### config.mk
export PLATFORM = sky130hd
export DESIGN_NAME = smart_down_timer_flat
export DESIGN_NICKNAME = d
export VERILOG_FILES = /design/src/rtl/smart_down_timer_if.sv /design/src/rtl/smart_down_timer.sv /design/src/flat_wrapper.sv
export SDC_FILE = /design/constraint.sdc
export NUM_CORES = 1
export LEC_CHECK = 0
export CORE_ASPECT_RATIO = 1.2
export CORE_MARGIN = 2
export CORE_UTILIZATION = 67
export DETAILED_ROUTE_END_ITERATION = 6
export DONT_BUFFER_PORTS = 1
export PLACE_DENSITY_LB_ADDON = 0.25
export RECOVER_POWER = 100
export SKIP_CTS_REPAIR_TIMING = 1
export SLEW_MARGIN = 20
export SYNTH_ARGS = -nofsm -noshare
export SYNTH_HDL_FRONTEND = slang
export SYNTH_SLANG_ARGS = --single-unit
### constraint.sdc
create_clock -name clk -period 6.72 [get_ports clk]
set_clock_uncertainty 0.15 [all_clocks]
set_input_delay 1.008 -clock clk [delete_from_list [all_inputs] [get_ports clk]]
set_output_delay 1.008 -clock clk [all_outputs]
set_load 0.01 [all_outputs]
### src/rtl/smart_down_timer_if.sv
// smart_down_timer_if: control/status bundle of the loadable down-timer.
// master = the controller that arms the timer; slave = the timer itself.
// The prescale field exists only when SMART_DOWN_TIMER_PRESCALER_EN is defined.
interface smart_down_timer_if #(
  parameter int WIDTH = 8,
  parameter int EXP_W = 8
);
  logic             start;
  logic             stop;
  logic             pause;
  logic             periodic;
  logic [WIDTH-1:0] load_val;
`ifdef SMART_DOWN_TIMER_PRESCALER_EN
  logic [3:0]       prescale;
`endif
  logic [WIDTH-1:0] count;
  logic             busy;
  logic             done;
  logic             tc_pulse;
  logic [EXP_W-1:0] expire_cnt;

`ifdef SMART_DOWN_TIMER_PRESCALER_EN
  modport master (
    output start, stop, pause, periodic, load_val, prescale,
    input  count, busy, done, tc_pulse, expire_cnt
  );
  modport slave (
    input  start, stop, pause, periodic, load_val, prescale,
    output count, busy, done, tc_pulse, expire_cnt
  );
`else
  modport master (
    output start, stop, pause, periodic, load_val,
    input  count, busy, done, tc_pulse, expire_cnt
  );
  modport slave (
    input  start, stop, pause, periodic, load_val,
    output count, busy, done, tc_pulse, expire_cnt
  );
`endif
endinterface

### src/rtl/smart_down_timer.sv
// smart_down_timer: loadable down-counting timer with one-shot and periodic
// (auto-reload) modes, one-cycle expiry pulse and a saturating expiry counter.
// Input priority every cycle: stop > start > pause > tick.
// Optional feature macro: SMART_DOWN_TIMER_PRESCALER_EN adds a 4-bit prescaler
// so that one countdown step takes prescale+1 cycles in RUN.
module smart_down_timer #(
  parameter int WIDTH = 8,
  parameter int EXP_W = 8
) (
  input  logic                   clk,
  input  logic                   arst_n,
  smart_down_timer_if.slave      bus
);

  typedef enum logic [1:0] {
    ST_IDLE  = 2'd0,
    ST_RUN   = 2'd1,
    ST_PAUSE = 2'd2,
    ST_DONE  = 2'd3
  } state_t;

  // Expiry counter increment that sticks at all-ones instead of wrapping.
  function automatic logic [EXP_W-1:0] sat_inc(input logic [EXP_W-1:0] v);
    logic [EXP_W-1:0] res;
    if (v == {EXP_W{1'b1}}) begin
      res = v;
    end else begin
      res = v + EXP_W'(1);
    end
    return res;
  endfunction

  state_t           r_state;
  state_t           w_state_nxt;
  logic [WIDTH-1:0] r_count;
  logic [WIDTH-1:0] w_count_nxt;
  logic [WIDTH-1:0] r_reload;
  logic [WIDTH-1:0] w_reload_nxt;
  logic             r_mode;
  logic             w_mode_nxt;
  logic             r_tc;
  logic             w_tc_nxt;
  logic [EXP_W-1:0] r_exp;
  logic [EXP_W-1:0] w_exp_nxt;

  logic             w_tick;
  logic             w_run_step;
  logic             w_expire;
  logic             w_load_zero;

  assign w_load_zero = (bus.load_val == {WIDTH{1'b0}});

`ifdef SMART_DOWN_TIMER_PRESCALER_EN
  logic [3:0] r_psc;
  logic [3:0] w_psc_nxt;

  assign w_tick = (r_psc == bus.prescale);

  // Prescale counter next value: cleared on stop/start, advances only while
  // actively counting in RUN, wraps on each tick, holds in PAUSE/IDLE/DONE.
  always_comb begin
    w_psc_nxt = r_psc;
    if (bus.stop || bus.start) begin
      w_psc_nxt = 4'd0;
    end else if ((r_state == ST_RUN) && !bus.pause) begin
      if (w_tick) begin
        w_psc_nxt = 4'd0;
      end else begin
        w_psc_nxt = r_psc + 4'd1;
      end
    end else begin
      w_psc_nxt = r_psc;
    end
  end

  // Prescale counter register.
  always_ff @(posedge clk or negedge arst_n) begin
    if (!arst_n) begin
      r_psc <= 4'd0;
    end else begin
      r_psc <= w_psc_nxt;
    end
  end
`else
  assign w_tick = 1'b1;
`endif

  // A countdown step happens only in RUN when no higher-priority input is set.
  assign w_run_step = (r_state == ST_RUN) && !bus.stop && !bus.start &&
                      !bus.pause && w_tick;
  // Count 0 in RUN is unreachable in normal use; it is treated as an expiry
  // so the timer can never stall in RUN.
  assign w_expire   = w_run_step && (r_count <= WIDTH'(1));

  // State register.
  always_ff @(posedge clk or negedge arst_n) begin
    if (!arst_n) begin
      r_state <= ST_IDLE;
    end else begin
      r_state <= w_state_nxt;
    end
  end

  // Next-state logic.
  always_comb begin
    w_state_nxt = r_state;
    if (bus.stop) begin
      w_state_nxt = ST_IDLE;
    end else if (bus.start) begin
      // A zero load expires at once and never enters RUN, even in periodic mode.
      if (w_load_zero) begin
        w_state_nxt = ST_DONE;
      end else begin
        w_state_nxt = ST_RUN;
      end
    end else begin
      case (r_state)
        ST_IDLE:  w_state_nxt = ST_IDLE;
        ST_RUN: begin
          if (bus.pause) begin
            w_state_nxt = ST_PAUSE;
          end else if (w_expire && !r_mode) begin
            w_state_nxt = ST_DONE;
          end else begin
            w_state_nxt = ST_RUN;
          end
        end
        ST_PAUSE: begin
          if (bus.pause) begin
            w_state_nxt = ST_PAUSE;
          end else begin
            w_state_nxt = ST_RUN;
          end
        end
        ST_DONE:  w_state_nxt = ST_DONE;
        default:  w_state_nxt = ST_IDLE;
      endcase
    end
  end

  // Datapath next values: count, reload, mode, expiry pulse and counter.
  always_comb begin
    w_count_nxt  = r_count;
    w_reload_nxt = r_reload;
    w_mode_nxt   = r_mode;
    w_exp_nxt    = r_exp;
    w_tc_nxt     = 1'b0;
    if (bus.stop) begin
      w_count_nxt = {WIDTH{1'b0}};
      w_exp_nxt   = {EXP_W{1'b0}};
      w_tc_nxt    = 1'b0;
    end else if (bus.start) begin
      w_reload_nxt = bus.load_val;
      w_count_nxt  = bus.load_val;
      w_mode_nxt   = bus.periodic;
      if (w_load_zero) begin
        w_tc_nxt  = 1'b1;
        w_exp_nxt = sat_inc(r_exp);
      end else begin
        w_tc_nxt  = 1'b0;
      end
    end else if (w_run_step) begin
      if (w_expire) begin
        w_tc_nxt  = 1'b1;
        w_exp_nxt = sat_inc(r_exp);
        if (r_mode) begin
          w_count_nxt = r_reload;
        end else begin
          w_count_nxt = {WIDTH{1'b0}};
        end
      end else begin
        w_count_nxt = r_count - WIDTH'(1);
      end
    end else begin
      w_count_nxt = r_count;
    end
  end

  // Datapath registers.
  always_ff @(posedge clk or negedge arst_n) begin
    if (!arst_n) begin
      r_count  <= {WIDTH{1'b0}};
      r_reload <= {WIDTH{1'b0}};
      r_mode   <= 1'b0;
      r_tc     <= 1'b0;
      r_exp    <= {EXP_W{1'b0}};
    end else begin
      r_count  <= w_count_nxt;
      r_reload <= w_reload_nxt;
      r_mode   <= w_mode_nxt;
      r_tc     <= w_tc_nxt;
      r_exp    <= w_exp_nxt;
    end
  end

  assign bus.count      = r_count;
  assign bus.tc_pulse   = r_tc;
  assign bus.expire_cnt = r_exp;
  assign bus.busy       = (r_state == ST_RUN) || (r_state == ST_PAUSE);
  assign bus.done       = (r_state == ST_DONE);

endmodule

### src/flat_wrapper.sv
// flat-port wrapper written by rule: the top's interface ports become plain ports
module smart_down_timer_flat 
#(
  parameter int WIDTH = 8,
  parameter int EXP_W = 8
)
  (clk, arst_n, bus_start, bus_stop, bus_pause, bus_periodic, bus_load_val, bus_count, bus_busy, bus_done, bus_tc_pulse, bus_expire_cnt);
  smart_down_timer_if #(.WIDTH(WIDTH), .EXP_W(EXP_W)) bus_i ();
  input  logic clk;
  input  logic arst_n;
  input wire logic [$bits(bus_i.start)-1:0] bus_start;
  input wire logic [$bits(bus_i.stop)-1:0] bus_stop;
  input wire logic [$bits(bus_i.pause)-1:0] bus_pause;
  input wire logic [$bits(bus_i.periodic)-1:0] bus_periodic;
  input wire logic [$bits(bus_i.load_val)-1:0] bus_load_val;
  output wire logic [$bits(bus_i.count)-1:0] bus_count;
  output wire logic [$bits(bus_i.busy)-1:0] bus_busy;
  output wire logic [$bits(bus_i.done)-1:0] bus_done;
  output wire logic [$bits(bus_i.tc_pulse)-1:0] bus_tc_pulse;
  output wire logic [$bits(bus_i.expire_cnt)-1:0] bus_expire_cnt;
  assign bus_i.start = bus_start;
  assign bus_i.stop = bus_stop;
  assign bus_i.pause = bus_pause;
  assign bus_i.periodic = bus_periodic;
  assign bus_i.load_val = bus_load_val;
  assign bus_count = bus_i.count;
  assign bus_busy = bus_i.busy;
  assign bus_done = bus_i.done;
  assign bus_tc_pulse = bus_i.tc_pulse;
  assign bus_expire_cnt = bus_i.expire_cnt;
  smart_down_timer #(.WIDTH(WIDTH), .EXP_W(EXP_W)) u_core (.clk(clk), .arst_n(arst_n), .bus(bus_i));
endmodule
Yosys cells after proc, flatten, opt, wreduce, memory -nomap -nowiden
Index checks and enable logic that the tools add are counted.
- add/sub/neg operators: 2
- multiply operators: 0
- div/mod/pow operators: 0
- order comparisons: 1
- equality and inequality tests: 5
- shift-type cells: 0
- multiplexer cells: 23
- bitwise logic cells: 1
- reduce and logical (&&, ||, !) cells: 16
- operators by type and width (operator ; count):
    $mux W8 ; 11
    $mux W2 ; 6
    $add A8 B1 Y8 const B ; 1
    $eq A8 B8 Y1 const B ; 1
    $le A8 B1 Y1 const B ; 1
    $logic_not A8 Y1 ; 1
    $pmux W2 S4 ; 1
    $sub A8 B1 Y8 const B ; 1
    $reduce_bool A3 Y1 ; 2
    $logic_and A1 B1 Y1 ; 5
    $mux W1 ; 5
    $eq A2 B2 Y1 const B ; 2
    $logic_not A1 Y1 ; 4
    $ne A3 B1 Y1 const B ; 1
    $reduce_and A3 Y1 ; 1
    $eq A2 B1 Y1 const B ; 1
    $logic_not A2 Y1 ; 1
    $reduce_and A2 Y1 ; 1
    $logic_or A1 B1 Y1 ; 1
    $not A1 Y1 ; 1
- bits in registers: 28
- latch bits: 0
- RAM bits: 0
- bits in read-only memories: 0
- input bits: 14
- output and inout bits: 19
- word-level logic and storage cells: 54
- memories kept: 0

Longest topological paths before layout
- word-level depth: 11
- mapped depth: 7

Least setup slack after synthesis
OpenSTA, ideal clock, no wires.
- path kind: in2reg
- start point: in bus_stop
- end point: reg u_core.r_count[4], in the netlist u_core.bus.count[4]
- library setup time: 0.087 ns
- arrival time: 2.458 ns
- data required time: 6.483 ns
- path slack: 4.025 ns
- stages: 4
- path buffers: 0
- cells stage by stage: or4b_1 -> nor4_4 -> mux2_2 -> o211ai_1
- word-level cells in the longest chain between the ends: 9
- elaborated cells on any way between the ends: 10
- those cells by class: mux (4); reduce/logical (6)
- ends and longest elaborated chain (item ; line ; text):
    from (decl) ; flat_wrapper.sv:12 ; input wire logic [$bits(bus_i.stop)-1:0] bus_stop;
    $logic_not A1 Y1 ; smart_down_timer.sv:89 ; assign w_run_step = (r_state == ST_RUN) && !bus.stop && !bus.start &&
    $logic_and A1 B1 Y1 (3 in series) ; smart_down_timer.sv:89 ;
    $logic_and A1 B1 Y1 ; smart_down_timer.sv:93 ; assign w_expire = w_run_step && (r_count <= WIDTH'(1));
    $mux W8 ; smart_down_timer.sv:163 ; if (w_expire) begin
    $mux W8 ; smart_down_timer.sv:162 ; end else if (w_run_step) begin
    $mux W8 ; smart_down_timer.sv:152 ; end else if (bus.start) begin
    $mux W8 ; smart_down_timer.sv:148 ; if (bus.stop) begin
    to (signal assigned) ; smart_down_timer.sv:182 ; r_count <= {WIDTH{1'b0}};
    to (signal assigned) ; smart_down_timer.sv:188 ; r_count <= w_count_nxt;
    to (decl) ; smart_down_timer.sv:35 ; logic [WIDTH-1:0] r_count;
Several ways; a longest one is shown, not always the timed one. The select of a mux whose other input is x is not followed.
A chain may end at the register's enable or synchronous reset.

Worst setup path after layout
- start point: reg u_core.r_state[1]
- end point: reg u_core.r_count[2], in the netlist u_core.bus.count[2]
- word-level cells in the longest chain between the ends: 9
- elaborated cells on any way between the ends: 10
- those cells by class: eq/ne (1); mux (4); reduce/logical (5)
- ends and longest elaborated chain (item ; line ; text):
    from (decl) ; smart_down_timer.sv:33 ; state_t r_state;
    from (signal assigned) ; smart_down_timer.sv:100 ; r_state <= w_state_nxt;
    $eq A2 B1 Y1 (*) ; smart_down_timer.sv:89 ;
    $logic_and A1 B1 Y1 (*) (3 in series) ; smart_down_timer.sv:89 ;
    $logic_and A1 B1 Y1 ; smart_down_timer.sv:93 ;
    $mux W8 ; smart_down_timer.sv:163 ;
    $mux W8 ; smart_down_timer.sv:162 ;
    $mux W8 ; smart_down_timer.sv:152 ;
    $mux W8 ; smart_down_timer.sv:148 ;
Every way passes the cells marked *; elsewhere a longest branch is shown, timed or not. The select of a mux whose other input is x is not followed.

==> impl_metrics.json <==
{
  "layout.nets": 212,
  "drive_above_1_share_pct": 9.47,
  "die_area_um2": 3060,
  "synth_top_cell_by_area": "dfrtp_1",
  "cts.path.max_buffers": 2,
  "grt_overflow": 0,
  "critPathKind": "flop to flop",
  "arrival_ns": 3.39,
  "async_flop_share_pct": 100,
  "violations": "max-capacitance violations, max-slew violations",
  "yosys_warnings": 0,
  "period_needed_ns": 3.26,
  "via_count": 1497,
  "numCtsBuffers": 3,
  "power_switching_uw": 118,
  "drv_slew": 11,
  "drtPass1Iterations": 4,
  "io_buffers": 0,
  "startpoint_type": "flop",
  "cts_root_buffer": "clkbuf_4",
  "hold_class": "input pin to async pin",
  "clk_pin_slew_worst_paths_ns": 0.16,
  "worst-path-max-fanout": 10,
  "insertion_delay_ns": 0.35,
  "std_cell_rows": 20,
  "min_period_over_period_pct": 48.5,
  "worst_slack_ns": 3.46,
  "p_leak_uw": 0.000790,
  "drt_iter0_drc": 50,
  "grtUsageTotal_pct": 29.0,
  "p_int_uw": 277,
  "syn_area_um2": 1770,
  "drc": 0,
  "cp-startpoint": "u_core.r_state[1]",
  "pin_count": 33,
  "worst_setup_path_end_kind": "flop",
  "rr_startpoint": "u_core.r_state[1]",
  "routedWlPerCell_um": 18.3,
  "antenna_found_initial": 0,
  "netSwitchingFraction_pct": 29.9,
  "synth-main-ff-cell": "dfrtp_1",
  "cts_tree": "yes",
  "fmax_ghz": 0.307,
  "place_ws_ns": 3.82,
  "start_util_pct": 69.9,
  "ys_top_cells_by_area": "dfrtp_1, nand2_1, ha_1",
  "grt_pass1_wl_um": 6640,
  "crit_required_ns": 6.85,
  "worstMarginPinSlew_ns": 1.54,
  "synth_edf_count": 0,
  "setup_tns_ns": 0,
  "rsz0062_at_grt": "no",
  "p_seq_share_pct": 53.3,
  "yosys_register_bits": 28,
  "synth_top_area_share_pct": 39.7,
  "n_antenna_cell": 0,
  "synth_nets": 215,
  "clock-sinks": 28,
  "grt_pass1_vias": 1520,
  "place_hpwl_um": 2990,
  "die_h_um": 60.2,
  "maxCapViolCount": 1,
  "powerDensity_nw_per_um2": 219,
  "netlist_instances": 194,
  "r2r_cells": 6,
  "outcome": "finished, violations left",
  "clockPowerShare_pct": 29.4,
  "core_um2": 2530,
  "place_congestion": 0.912,
  "drtAntennaViolNets": 0,
  "finalSetupViolations": 0,
  "viasPerCell": 6.71,
  "stdcell_count": 223,
  "comb_power_share_pct": 17.3,
  "syn_to_final_growth_pct": 1.98,
  "relSlewSlack_pct": -3.35,
  "syn_avg_cell_area_um2": 9.10,
  "synth_cell_types": 54,
  "finalHoldViolCount": 0,
  "wl_um": 4090,
  "cts_htree_levels": 1,
  "dpl.cell_count": 219,
  "grt_max_degree": 29,
  "dieWidth_um": 50.9,
  "worst_ir_drop_vdd_mv": 0.143,
  "yosysSeqAreaShare_pct": 39.7
}
-- path summary, 6_finish.rpt --
path	slack [ns]	endpoint
worst max-delay path	3.46	u_core.bus.count[2]
worst min-delay path	0.17	u_core.r_reload[5]
worst max register to register	3.46	u_core.bus.count[2]
worst min register to register	0.34	u_core.r_reload[6]
max in group asynchronous	6.17	u_core.bus.expire_cnt[7]
min in group clk	0.34	u_core.r_reload[6]
-- metrics by stage --
stage | util [%] | cell area [um^2] | total power (uW) | hold WS [ns]
after floorplan | - | 1770 | 270 | 0.288
after global placement | 69.9 | 1770 | 280 | 0.311
after detailed placement | 69.9 | 1770 | 284 | 0.312
after CTS | 72.0 | 1820 | 396 | 0.176
after global routing | 71.2 | 1800 | 409 | 0.159
final | 71.2 | 1800 | 395 | 0.169
-- worst max-delay path: stages (launching register included) --
cell and delay [ns]:
dfrtp_1 0.43, inv_1 0.08, ha_1 0.23, or4b_1 0.54, nor4_1 1.19, mux2_1 0.41
a31oi_1 0.18
-- cell type report --
type | count | area (um^2)
clock buffers | 3 | 22.5
clock inverters | 1 | 30.0
fillers | 195 | 727
inverters | 7 | 26.3
multi-input cells | 151 | 980
flip-flops and latches | 28 | 701
well taps | 33 | 41.3
-- layout by cell type, fill, tap and decap left out, types with 2 or more instances in the layout --
cell and n:
clkbuf_4 3, mux2_2 5, nand2b_1 2, and3_2 2, nand2_1 31, nor4_1 5
nand3_1 3, o21ai_0 8, o22ai_1 2, o22a_1 2, a21oi_1 6, a211oi_1 3
o31ai_1 5, nor2_1 16, o41ai_1 2, nor2b_1 7, or2_2 3, nand4_1 3
xnor2_1 2, dfrtp_1 28, a211o_1 2, or4_1 5, ha_1 7, a31oi_1 3
mux2_1 2, inv_1 7
-- metal layers --
metal | wire length, um | GRT usage [%] | part of all wire (%) | vias up
li1 | - | - | - | 703
met5 | 0 | 0 | 0 | -
met2 | 2100 | 55.1 | 51 | 74
met4 | 119 | 12.7 | 2.9 | 0
met1 | 1610 | 31.4 | 39 | 709
met3 | 257 | 5.00 | 6.3 | 11
-- power by group through the flow --
stage | combinational, uW | clock (uW) | sequential (uW)
after floorplan | 64.1 | 0 | 205
after global routing | 76.1 | 120 | 213
after global placement | 67.7 | 0 | 213
after detailed placement | 70.7 | 0 | 213
after CTS | 71.4 | 115 | 210
final | 68.3 | 116 | 210
-- flip-flops by register name, summed over array words and instances (netlist names) --
signal,count
u_core.bus.tc_pulse,1
u_core.r_mode,1
u_core.bus.count,8
u_core.bus.expire_cnt,8
u_core.r_state,2
u_core.r_reload,8
-- Yosys cell counts, drive strengths merged, types with 2 or more instances --
cell type / instances
o22a: 2
and2: 2
inv: 7
clkbuf: 4
o41ai: 2
o31ai: 5
a31oi: 3
nand3: 3
a211oi: 3
ha: 7
nor2: 16
xnor2: 2
mux2: 7
o21ai: 8
nor4: 6
a211o: 2
a21oi: 6
buf: 4
nand2b: 2
a21o: 2
o22ai: 2
and3: 3
nand2: 31
nand4: 3
or2: 3
nor2b: 7
or4: 5
dfrtp: 28
-- cells by family after synthesis --
kind of cell	count (synthesis)	synth area share (%)
simple gates	89	27.9
flops	28	39.7
xor+xnor	2	0.992
mux	7	4.47
compound gates	46	18.2
fa+ha+maj	7	4.96
buf+inv	15	3.76
(Power assumes the default switching activity.)
